<file path="config.mk">
export PLATFORM = sky130hd
export DESIGN_NAME = decode_inst_queue
export DESIGN_NICKNAME = d
export VERILOG_FILES = /design/src/rtl/decode_inst_queue.sv
export SDC_FILE = /design/constraint.sdc
export NUM_CORES = 1
export LEC_CHECK = 0
export ABC_AREA = 1
export BUFFER_PORTS_ARGS = -buffer_cell sky130_fd_sc_hd__buf_4
export CAP_MARGIN = 20
export CELL_PAD_IN_SITES_DETAIL_PLACEMENT = 1
export CELL_PAD_IN_SITES_GLOBAL_PLACEMENT = 2
export CORE_MARGIN = 2
export CORE_UTILIZATION = 40
export CTS_CLUSTER_SIZE = 14
export DETAILED_ROUTE_END_ITERATION = 8
export PLACE_DENSITY_LB_ADDON = 0.1
export REMOVE_ABC_BUFFERS = 1
export SYNTH_ARGS = -nofsm -noshare
export SYNTH_HDL_FRONTEND = slang
export SYNTH_SLANG_ARGS = --single-unit
</file>
<file path="constraint.sdc">
create_clock -name clk -period 8.75 [get_ports clk]
set_input_delay 1.3125 -clock clk [delete_from_list [all_inputs] [get_ports clk]]
set_output_delay 1.3125 -clock clk [all_outputs]
set_load 0.02 [all_outputs]
</file>
<file path="src/rtl/decode_inst_queue.sv">
// Instruction queue between fetch and decode: circular buffer with optional
// same-cycle bypass when empty, flush-to-empty and a held head payload.
module decode_inst_queue #(
  parameter int unsigned DEPTH  = 4,
  parameter int unsigned BYPASS = 1,
  parameter int unsigned CNT_W  = $clog2(DEPTH + 1)
) (
  input  logic             clk,
  input  logic             rst,
  input  logic             fe_to_de_valid,
  input  logic [31:0]      Inst_IF,
  input  logic [31:0]      PC_IF,
  input  logic             PC_AdEL_IF,
  input  logic             DSI_IF,
  output logic             queue_allowin,
  output logic             q_to_de_valid,
  input  logic             decode_allowin,
  output logic [31:0]      Inst_Q,
  output logic [31:0]      PC_Q,
  output logic             PC_AdEL_Q,
  output logic             DSI_Q,
  output logic [31:0]      PC_add_4_Q,
  input  logic             flush,
  output logic [CNT_W-1:0] count
);

  localparam int unsigned PTR_W = $clog2(DEPTH);
  localparam int unsigned ENT_W = 66;

  logic [ENT_W-1:0] mem [DEPTH];
  logic [PTR_W-1:0] wptr;
  logic [PTR_W-1:0] rptr;
  logic [CNT_W-1:0] cnt;
  logic [ENT_W-1:0] last_q;

  logic [ENT_W-1:0] in_ent;
  logic [ENT_W-1:0] head;
  logic [ENT_W-1:0] out_ent;
  logic             empty;
  logic             head_valid;
  logic             push;
  logic             pop;
  logic             wr_en;
  logic             rd_en;

  // Head selection, handshake and pointer enables
  always_comb begin
    in_ent        = {(PC_AdEL_IF ? 32'd0 : Inst_IF), PC_IF, PC_AdEL_IF, DSI_IF};
    empty         = (cnt == '0);
    head          = empty ? in_ent : mem[rptr];
    head_valid    = !rst && !flush &&
                    (!empty || ((BYPASS != 0) && fe_to_de_valid));
    queue_allowin = rst || (cnt < CNT_W'(DEPTH)) || decode_allowin;
    push          = fe_to_de_valid && queue_allowin && !flush && !rst;
    pop           = head_valid && decode_allowin;
    // A bypassed entry consumed while empty is never written
    wr_en         = push && !(empty && pop);
    rd_en         = pop && !empty;
    out_ent       = head_valid ? head : last_q;
  end

  assign q_to_de_valid = head_valid;
  assign count         = rst ? '0 : cnt;
  assign {Inst_Q, PC_Q, PC_AdEL_Q, DSI_Q} = out_ent;
  assign PC_add_4_Q    = PC_Q + 32'd4;

  // Occupancy, pointers and last-presented head
  always_ff @(posedge clk) begin
    if (rst) begin
      cnt    <= '0;
      wptr   <= '0;
      rptr   <= '0;
      last_q <= '0;
    end else if (flush) begin
      cnt    <= '0;
      wptr   <= '0;
      rptr   <= '0;
    end else begin
      if (wr_en) wptr <= wptr + PTR_W'(1);
      if (rd_en) rptr <= rptr + PTR_W'(1);
      cnt <= cnt + CNT_W'(wr_en) - CNT_W'(rd_en);
      if (head_valid) last_q <= head;
    end
  end

  // Storage array is intentionally not reset
  always_ff @(posedge clk) begin
    if (wr_en) mem[wptr] <= in_ent;
  end

endmodule

</file>
# Word level (Yosys, flattened, before mapping)
# Memory sizes are Yosys's and may differ from the RTL's. A register that Yosys moved wholly into a read port is not among the register bits.
# Cells that the tools add are included.
# totals
regBits	73
ram_bits	264
input_bits	71
output_inout_bits	103
elab_cells	37
mem_count	1
# op_classes
n_addsub	5
n_lt_le_gt_ge	1
n_mux	8
reduce_logical	18
# memory_table
memory	depth	width	rd	rd_ports_with_merged_regs	wr	line_no	source
mem	4	66	1	1	1	30	logic [ENT_W-1:0] mem [DEPTH];
# op_table
op	n
$mux W66	2
$add A32 B3 Y32 const B	1
$mux W32	1
$logic_and A1 B1 Y1	9
$add A2 B1 Y2 const B	2
$logic_not A1 Y1	4
$mux W2	2
$add A3 B1 Y3	1
$logic_not A3 Y1	1
$logic_or A1 B1 Y1	3
$lt A3 B3 Y1 const B	1
$mux W3	1
$sub A3 B1 Y3	1
$mux W1	2
$reduce_or A2 Y1	1

# Longest topological paths before layout
# Gate-level depths: netlist of run 1.
# logic_depth
depth_word	10
depth_mapped	17
mapped_depth_nobuf	15

# Worst setup path before layout of run 1
# OpenSTA, ideal clock, no wires.
# synth_timing
path_type	input to register
start	in rst
end	mem mem[0][0] (enable)
setup_time_ns	0.491
arrival_ns	4.820
required_time_ns	8.259
path_slack_ns	3.439
cell_stages	5
path_buffers	1
cell_sequence	buf_6 -> nor2_1 -> nand2_1 -> o2111ai_2 -> nor2_1
# synth_via
elab_cells_between_ends	14
cone_classes	mux (2); reduce/logical (12)
# synth_lines
element	line_no	source
from (decl)	9	input logic rst,
$logic_or A1 B1 Y1 (2 in a row)	53	queue_allowin = rst || (cnt < CNT_W'(DEPTH)) || decode_allowin;
via queue_allowin	15	output logic queue_allowin,
$logic_and A1 B1 Y1 (3 in a row)	54	push = fe_to_de_valid && queue_allowin && !flush && !rst;
$logic_and A1 B1 Y1	57	wr_en = push && !(empty && pop);
$mux W1	88	if (wr_en) mem[wptr] <= in_ent;
$mux W1 (implied by the code)	88	
to (decl)	30	
# The timed path passes the listed nets, and every way through them passes these cells.

# Worst setup path in the final report of run 1
# layout_timing
start	in rst
end	out PC_add_4_Q[8]
# layout_via
elab_chain_cells	5
# layout_lines
element	line_no	source
$logic_not A1 Y1	51	head_valid = !rst && !flush &&
$logic_and A1 B1 Y1 (2 in a row)	51	
$mux W66	-	
$add A32 B3 Y32	65	assign PC_add_4_Q = PC_Q + 32'd4;
to (decl)	22	output logic [31:0] PC_add_4_Q,
# No other way between the ends.

==> flow_summary.yaml, run 1 <==
global_routing:
  grt_max_degree: 83
  antenna_found_initial: 1
  grt_pass1_vias: 12200
  grt_usage_pct: 22.8
  grt_pass1_wl_mm: 69.3
  gr-total-overflow: 0
die:
  core.rowCount: 71
  die_h_um: 199
  die_area_sq_mm: 0.0397
  start_util_pct: 40.6
  core-area_sq_mm: 0.0376
  chipWidth_um: 199
  io_pins: 174
clock_network:
  ctsRootBufferMaster: "clkbuf_16"
  cts_setup_buffers: 0
  path_clk_slew_ns: 0.05
  cts.sinks: 339
  ctsHoldBuffers: 0
  cts_max_level: 2
  clk_path_buf_depth: 3
  cts_tree: "yes"
  numCtsBuffers: 39
  clkLatencyLatePin_ns: 0.55
  cts.repair.resized: 0
timing:
  worst-slew-pin-transition_ns: 1.04
  finalCritPeriodShare_pct: 63.2
  maxSlewViolCount: 0
  grt_setup_unrepaired: "no"
  worst_clock_skew_ns: 0.0269
  setup_viol: 0
  finalSetupTns_ns: 0
  hold_viol_final: 0
  fmax_mhz: 181
  maxSlewHeadroom_pct: 30.6
  min_period_ns: 5.53
  holdWs_ns: 0.460
  final.setup.worst_slack_ns: 3.22
synthesis:
  synth_top_area_cell: "edfxtp_1"
  synth_compound_area_share_pct: 9.33
  synth.area.top_cells: "edfxtp_1 (52%), dfxtp_1 (9.8%), nand2_1 (9.5%)"
  yosys_warnings: 0
  yosys.area_share.xor_xnor_pct: 0.919
  synth_cells: 1567
  syn_area_per_cell_sq_um: 9.73
  synth_cell_types: 39
  synthSimpleGateAreaFrac_pct: 21.1
  synth.most_common_cell: "nand2_1"
  yosysTopAreaCellShare_pct: 52.0
  async_flop_share_pct: 0
  netlist_area_sq_mm: 0.0152
  ys_ff_latch: 339
  synthAdderAreaFrac_pct: 0.706
  ys_top_cells_by_count: "nand2_1 (387), edfxtp_1 (264), nor2_1 (233), inv_1 (112), nand3_1 (101)"
  ys_seq_area_share_pct: 61.8
  synth-edff-count: 264
  synth_top_family_by_area: "simple AND/OR/NAND/NOR gates"
  ys.flop_type: "edfxtp_1"
  synth.area.mux_share_pct: 0
finish:
  layout-drive-gt1-share_pct: 16.9
  area_growth_pct: 18.0
  fin_cells: 2248
  nFillCells: 4284
  nets: 1785
  final-seq-area_sq_mm: 0.00943
  multi_input_area_sq_mm: 0.00491
  fin_util_pct: 47.9
  stdcell_area_sq_mm: 0.0180
routing:
  drt_wl_total_mm: 44.4
  via_count: 11500
  ant_nets: 0
  drt_iter0_drc: 510
  wire_per_inst_um: 19.8
  via_per_inst: 5.14
  first_pass_iters: 4
  drcViolationCount: 0
setup_path:
  critPathKind: "in2out"
  crit_path_start_kind: "primary input"
  cp.required_ns: 7.44
  ff2ff_path_depth: 5
  r2r_slack_ns: 5.42
  r2r_end: "mem[0][21]$_DFFE_PP_"
  worst-path-max-fanout: 46
  cp-end-kind: "output port"
  timing.rr.start: "cnt[1]$_SDFF_PP0_"
  crit_arrival_ns: 4.22
placement:
  place_area_sq_mm: 0.0168
  port_buffers: 173
  placed_cells: 2176
  post-place-ws_ns: 3.20
  hpwlAfterDp_mm: 27.3
  place_congestion: 0.853
power:
  swShare_pct: 23.4
  p_int_mw: 2.73
  p_comb_share_pct: 8.2
  switching_power_mw: 0.834
  vdd_drop_max_uv: 114
  p_leak_nw: 7.07
  seqPwrFrac_pct: 49.3
  power.density_mw_per_mm2: 198
  clkPwrFrac_pct: 42.6
  p_total_mw: 3.57
outcome:
  outcome: "completed"
worst_hold_path:
  hold_depth: 2
  hp-class: "reg2reg"
  hp-start: "rptr[1]$_SDFFE_PP0P_"
run:
  drv_cap: 0
[logic make-up (layout without fill, tap and decap cells)]
| group | after synthesis | in the layout |
|---|---|---|
| AOI/OAI and AO/OA | 233 | 233 |
| xor gates and xnor gates | 16 | 16 |
| adders and majority gates | 8 | 8 |
| buffers and inverters | 201 | 370 |
| DFF | 339 | 339 |
| other | 0 | 1 |
| and+or+nand+nor | 770 | 770 |
[state kept, by name, indices dropped and copies added (netlist names), named ones only]
signal / flops
rptr: 2
wptr: 2
mem: 264
cnt: 3
last_q: 66
[worst max-delay path, cell delays in order]
cell and delay, ns:
buf_4 0.20, nor2_8 0.30, nand2_4 0.22, nand2_4 0.58
o21a_1 0.35, ha_1 0.30, nand3_2 0.20, nor2_2 0.23
xor2_1 0.28, buf_4 0.21
[layout make-up]
class | instances | share of cell area (%)
Clock inverter | 9 | 0.362
Clock buffer | 62 | 6.24
Inverter | 116 | 2.43
Tap cell | 511 | 3.55
Timing Repair Buffer | 183 | 7.64
Sequential cell | 339 | 52.4
Antenna cell | 1 | 0.0139
Multi-Input combinational cell | 1027 | 27.3
[routing by layer]
metal | part of all wire (%) | up-vias | global-route usage, %
li1 | - | 5564 | -
met1 | 44 | 5745 | 29.9
met2 | 50 | 180 | 39.6
met3 | 4.3 | 56 | 3.41
met4 | 1.7 | 0 | 5.61
met5 | 0 | - | 0
[how the worst max path moves through the flow]
stage	slack, ns	endpoint	start	cells after the start
2_1_floorplan	2.59	PC_add_4_Q[18]	flop	11
3_3_place_gp	3.28	PC_add_4_Q[8]	rst	10
3_5_place_dp	3.20	PC_add_4_Q[8]	rst	10
4_1_cts	3.14	PC_add_4_Q[17]	cnt[1]$_SDFF_PP0_	13
5_1_grt	2.89	PC_add_4_Q[18]	cnt[1]$_SDFF_PP0_	13
6_report	3.22	PC_add_4_Q[8]	rst	10
[power by group through the flow]
stage	clock network, mW	logic, mW	registers [mW]
global route	1.61	0.319	1.76
CTS	1.56	0.295	1.76
global placement	0	0.290	1.79
detailed placement	0	0.294	1.79
finish	1.52	0.291	1.76
floorplan	0	0.145	1.79
[placed cells by master, fill, tap and decap left out, types with 3 or more instances in the layout]
master	count
o211ai_1	26
xor2_1	15
nor2_4	7
a21oi_1	53
edfxtp_1	264
o21a_1	6
o21ai_1	13
clkbuf_16	39
or2_2	4
nand2_4	5
buf_4	183
o221ai_1	26
nor2_2	12
o22ai_1	11
nand3_1	101
clkinv_2	4
clkbuf_1	17
nand3b_1	3
nand3_2	4
nor2_1	229
inv_1	112
nand4_1	8
ha_1	7
clkinv_1	3
nand2_2	9
o21ai_0	86
a21oi_2	8
nand2_1	387
dfxtp_1	73
clkbuf_8	6
No activity file was read; power rests on OpenSTA's default activity.
==> run 2, diff against run 1 <==
- CORE_UTILIZATION: 40 -> 34
- clock period: 8.75 -> 4.8 ns (I/O delays scaled with it)
==> flow_summary.yaml, run 2 (same netlist as run 1, synthesis figures left out) <==
routing:
  via_count: 11600
  via_per_inst: 4.94
  ant_nets: 0
  wire_per_inst_um: 20.0
  drcViolationCount: 0
  drt_wl_total_mm: 47.0
  drt_iter0_drc: 615
  first_pass_iters: 5
clock_network:
  cts.repair.resized: 0
  clkLatencyLatePin_ns: 0.56
  clk_path_buf_depth: 3
  cts_setup_buffers: 0
  cts.sinks: 339
  ctsHoldBuffers: 0
  cts_max_level: 2
  path_clk_slew_ns: 0.06
  ctsRootBufferMaster: "clkbuf_16"
  cts_tree: "yes"
  numCtsBuffers: 40
setup_path:
  crit_path_start_kind: "flop"
  crit_chain: "inv_4 -> buf_12 -> nand2_1 -> nand3_1 -> nand3_1 -> a21oi_4 -> nand2_1 -> nor2_4 -> nand3_1 -> xor2_1 -> buf_4"
  cp.required_ns: 4.08
  timing.rr.start: "cnt[1]$_SDFF_PP0_"
  cp-end-kind: "output port"
  crit_top_cell: "nand3_1"
  r2r_slack_ns: 2.14
  endpoint: "PC_add_4_Q[11]"
  critPathKind: "reg2out"
  ff2ff_path_depth: 5
  crit_arrival_ns: 3.53
  worst-path-max-fanout: 75
  max_stage_delay_ns: 0.59
  slowest_stage: "inv_4"
  r2r_end: "mem[1][40]$_DFFE_PP_"
outcome:
  outcome: "completed"
timing:
  worst-slew-pin-transition_ns: 0.920
  fmax_mhz: 235
  maxSlewViolCount: 0
  hold_viol_final: 0
  worst_clock_skew_ns: 0.0156
  holdWs_ns: 0.378
  grt_setup_unrepaired: "no"
  finalCritPeriodShare_pct: 88.6
  maxSlewHeadroom_pct: 38.7
  min_period_ns: 4.25
  setup_viol: 0
die:
  die_h_um: 216
  chipWidth_um: 216
  core.rowCount: 77
  core-area_sq_mm: 0.0442
  start_util_pct: 34.5
  io_pins: 174
  die_area_sq_mm: 0.0466
power:
  p_leak_nw: 7.24
  power.density_mw_per_mm2: 370
  vdd_drop_max_uv: 210
global_routing:
  antenna_found_initial: 3
  grt_pass1_wl_mm: 72.8
  grt_usage_pct: 20.3
  gr-total-overflow: 0
  grt_pass1_vias: 12300
  grt_max_degree: 135
finish:
  final_common_cell: "nand2_1"
  nets: 1802
  final_cell_mix: "nand2_1 (387), edfxtp_1 (264), nor2_1 (229)"
  layout-drive-gt1-share_pct: 18.1
  nFillCells: 4965
  fin_util_pct: 41.6
  top_register: "mem"
  final-seq-area_sq_mm: 0.00943
  area_growth_pct: 20.8
  largest_reg_flops: 264
  reg_top3: "mem: 264 flops, last_q: 66 flops, cnt: 3 flops"
  multi_input_area_sq_mm: 0.00491
placement:
  port_buffers: 173
  hpwlAfterDp_mm: 30.1
  place_congestion: 0.815
worst_hold_path:
  hp-class: "in2reg"
  hold_depth: 1
  hp-start: "PC_IF[5]"
run:
  drv_cap: 0
## run 2: per-layer routing
metal | vias to the layer above | wire [um] | part of all wire [%] | GRT usage (%)
met1 | 5795 | 20700 | 44 | 25.8
met5 | - | 13 | 0.028 | 0
met2 | 155 | 23400 | 50 | 35.6
li1 | 5595 | - | - | -
met4 | 2 | 959 | 2.0 | 5.36
met3 | 66 | 1890 | 4.0 | 3.78
## run 2: per-stage QoR
stage / area [sq um] / setup TNS (ns) / total power [mW] / cells / setup WS (ns)
after floorplan: 14700 / -16.31 / 3.53 / 1482 / -0.766
after global placement: 17100 / 0 / 3.81 / 2273 / 0.831
after detailed placement: 17100 / 0 / 3.82 / 2273 / 0.673
after CTS: 18400 / 0 / 6.92 / 2347 / 0.409
after global routing: 18400 / 0 / 7.06 / 2347 / 0.228
final: 18400 / 0 / 6.82 / 2349 / 0.548
## run 2: final cells by class
class	count	share of cell area (%)
diodes	2	0.0272
clock buffers	58	6.19
clock inverters	16	1.02
inverters	116	2.38
multi-input cells	1027	26.7
flip-flops and latches	339	51.2
well taps	592	4.02
repair buffers	199	8.45
## run 2: worst min path at each step
stage                           endpoint  slack [ns]
floorplan                           flop        0.43
global placement                    flop        0.44
detailed placement                  flop        0.46
CTS                  mem[1][7]$_DFFE_PP_        0.35
global route        mem[3][16]$_DFFE_PP_        0.36
finish               mem[1][7]$_DFFE_PP_        0.38
## run 2: report_power, final
group / switching [mW] / internal, mW
Clock: 1.21 / 1.87
Sequential: 0.00943 / 3.20
Combinational: 0.358 / 0.181
Total: 1.57 / 5.24
## run 2: critical path, delay by kind of cell, from the launching register on
family | cells | cell delay [ns]
buffers and inverters | 3 | 1.10
AND/OR/NAND/NOR | 6 | 0.87
flip-flops | 1 | 0.36
XOR/XNOR | 1 | 0.31
AO/OA/AOI/OAI | 1 | 0.30
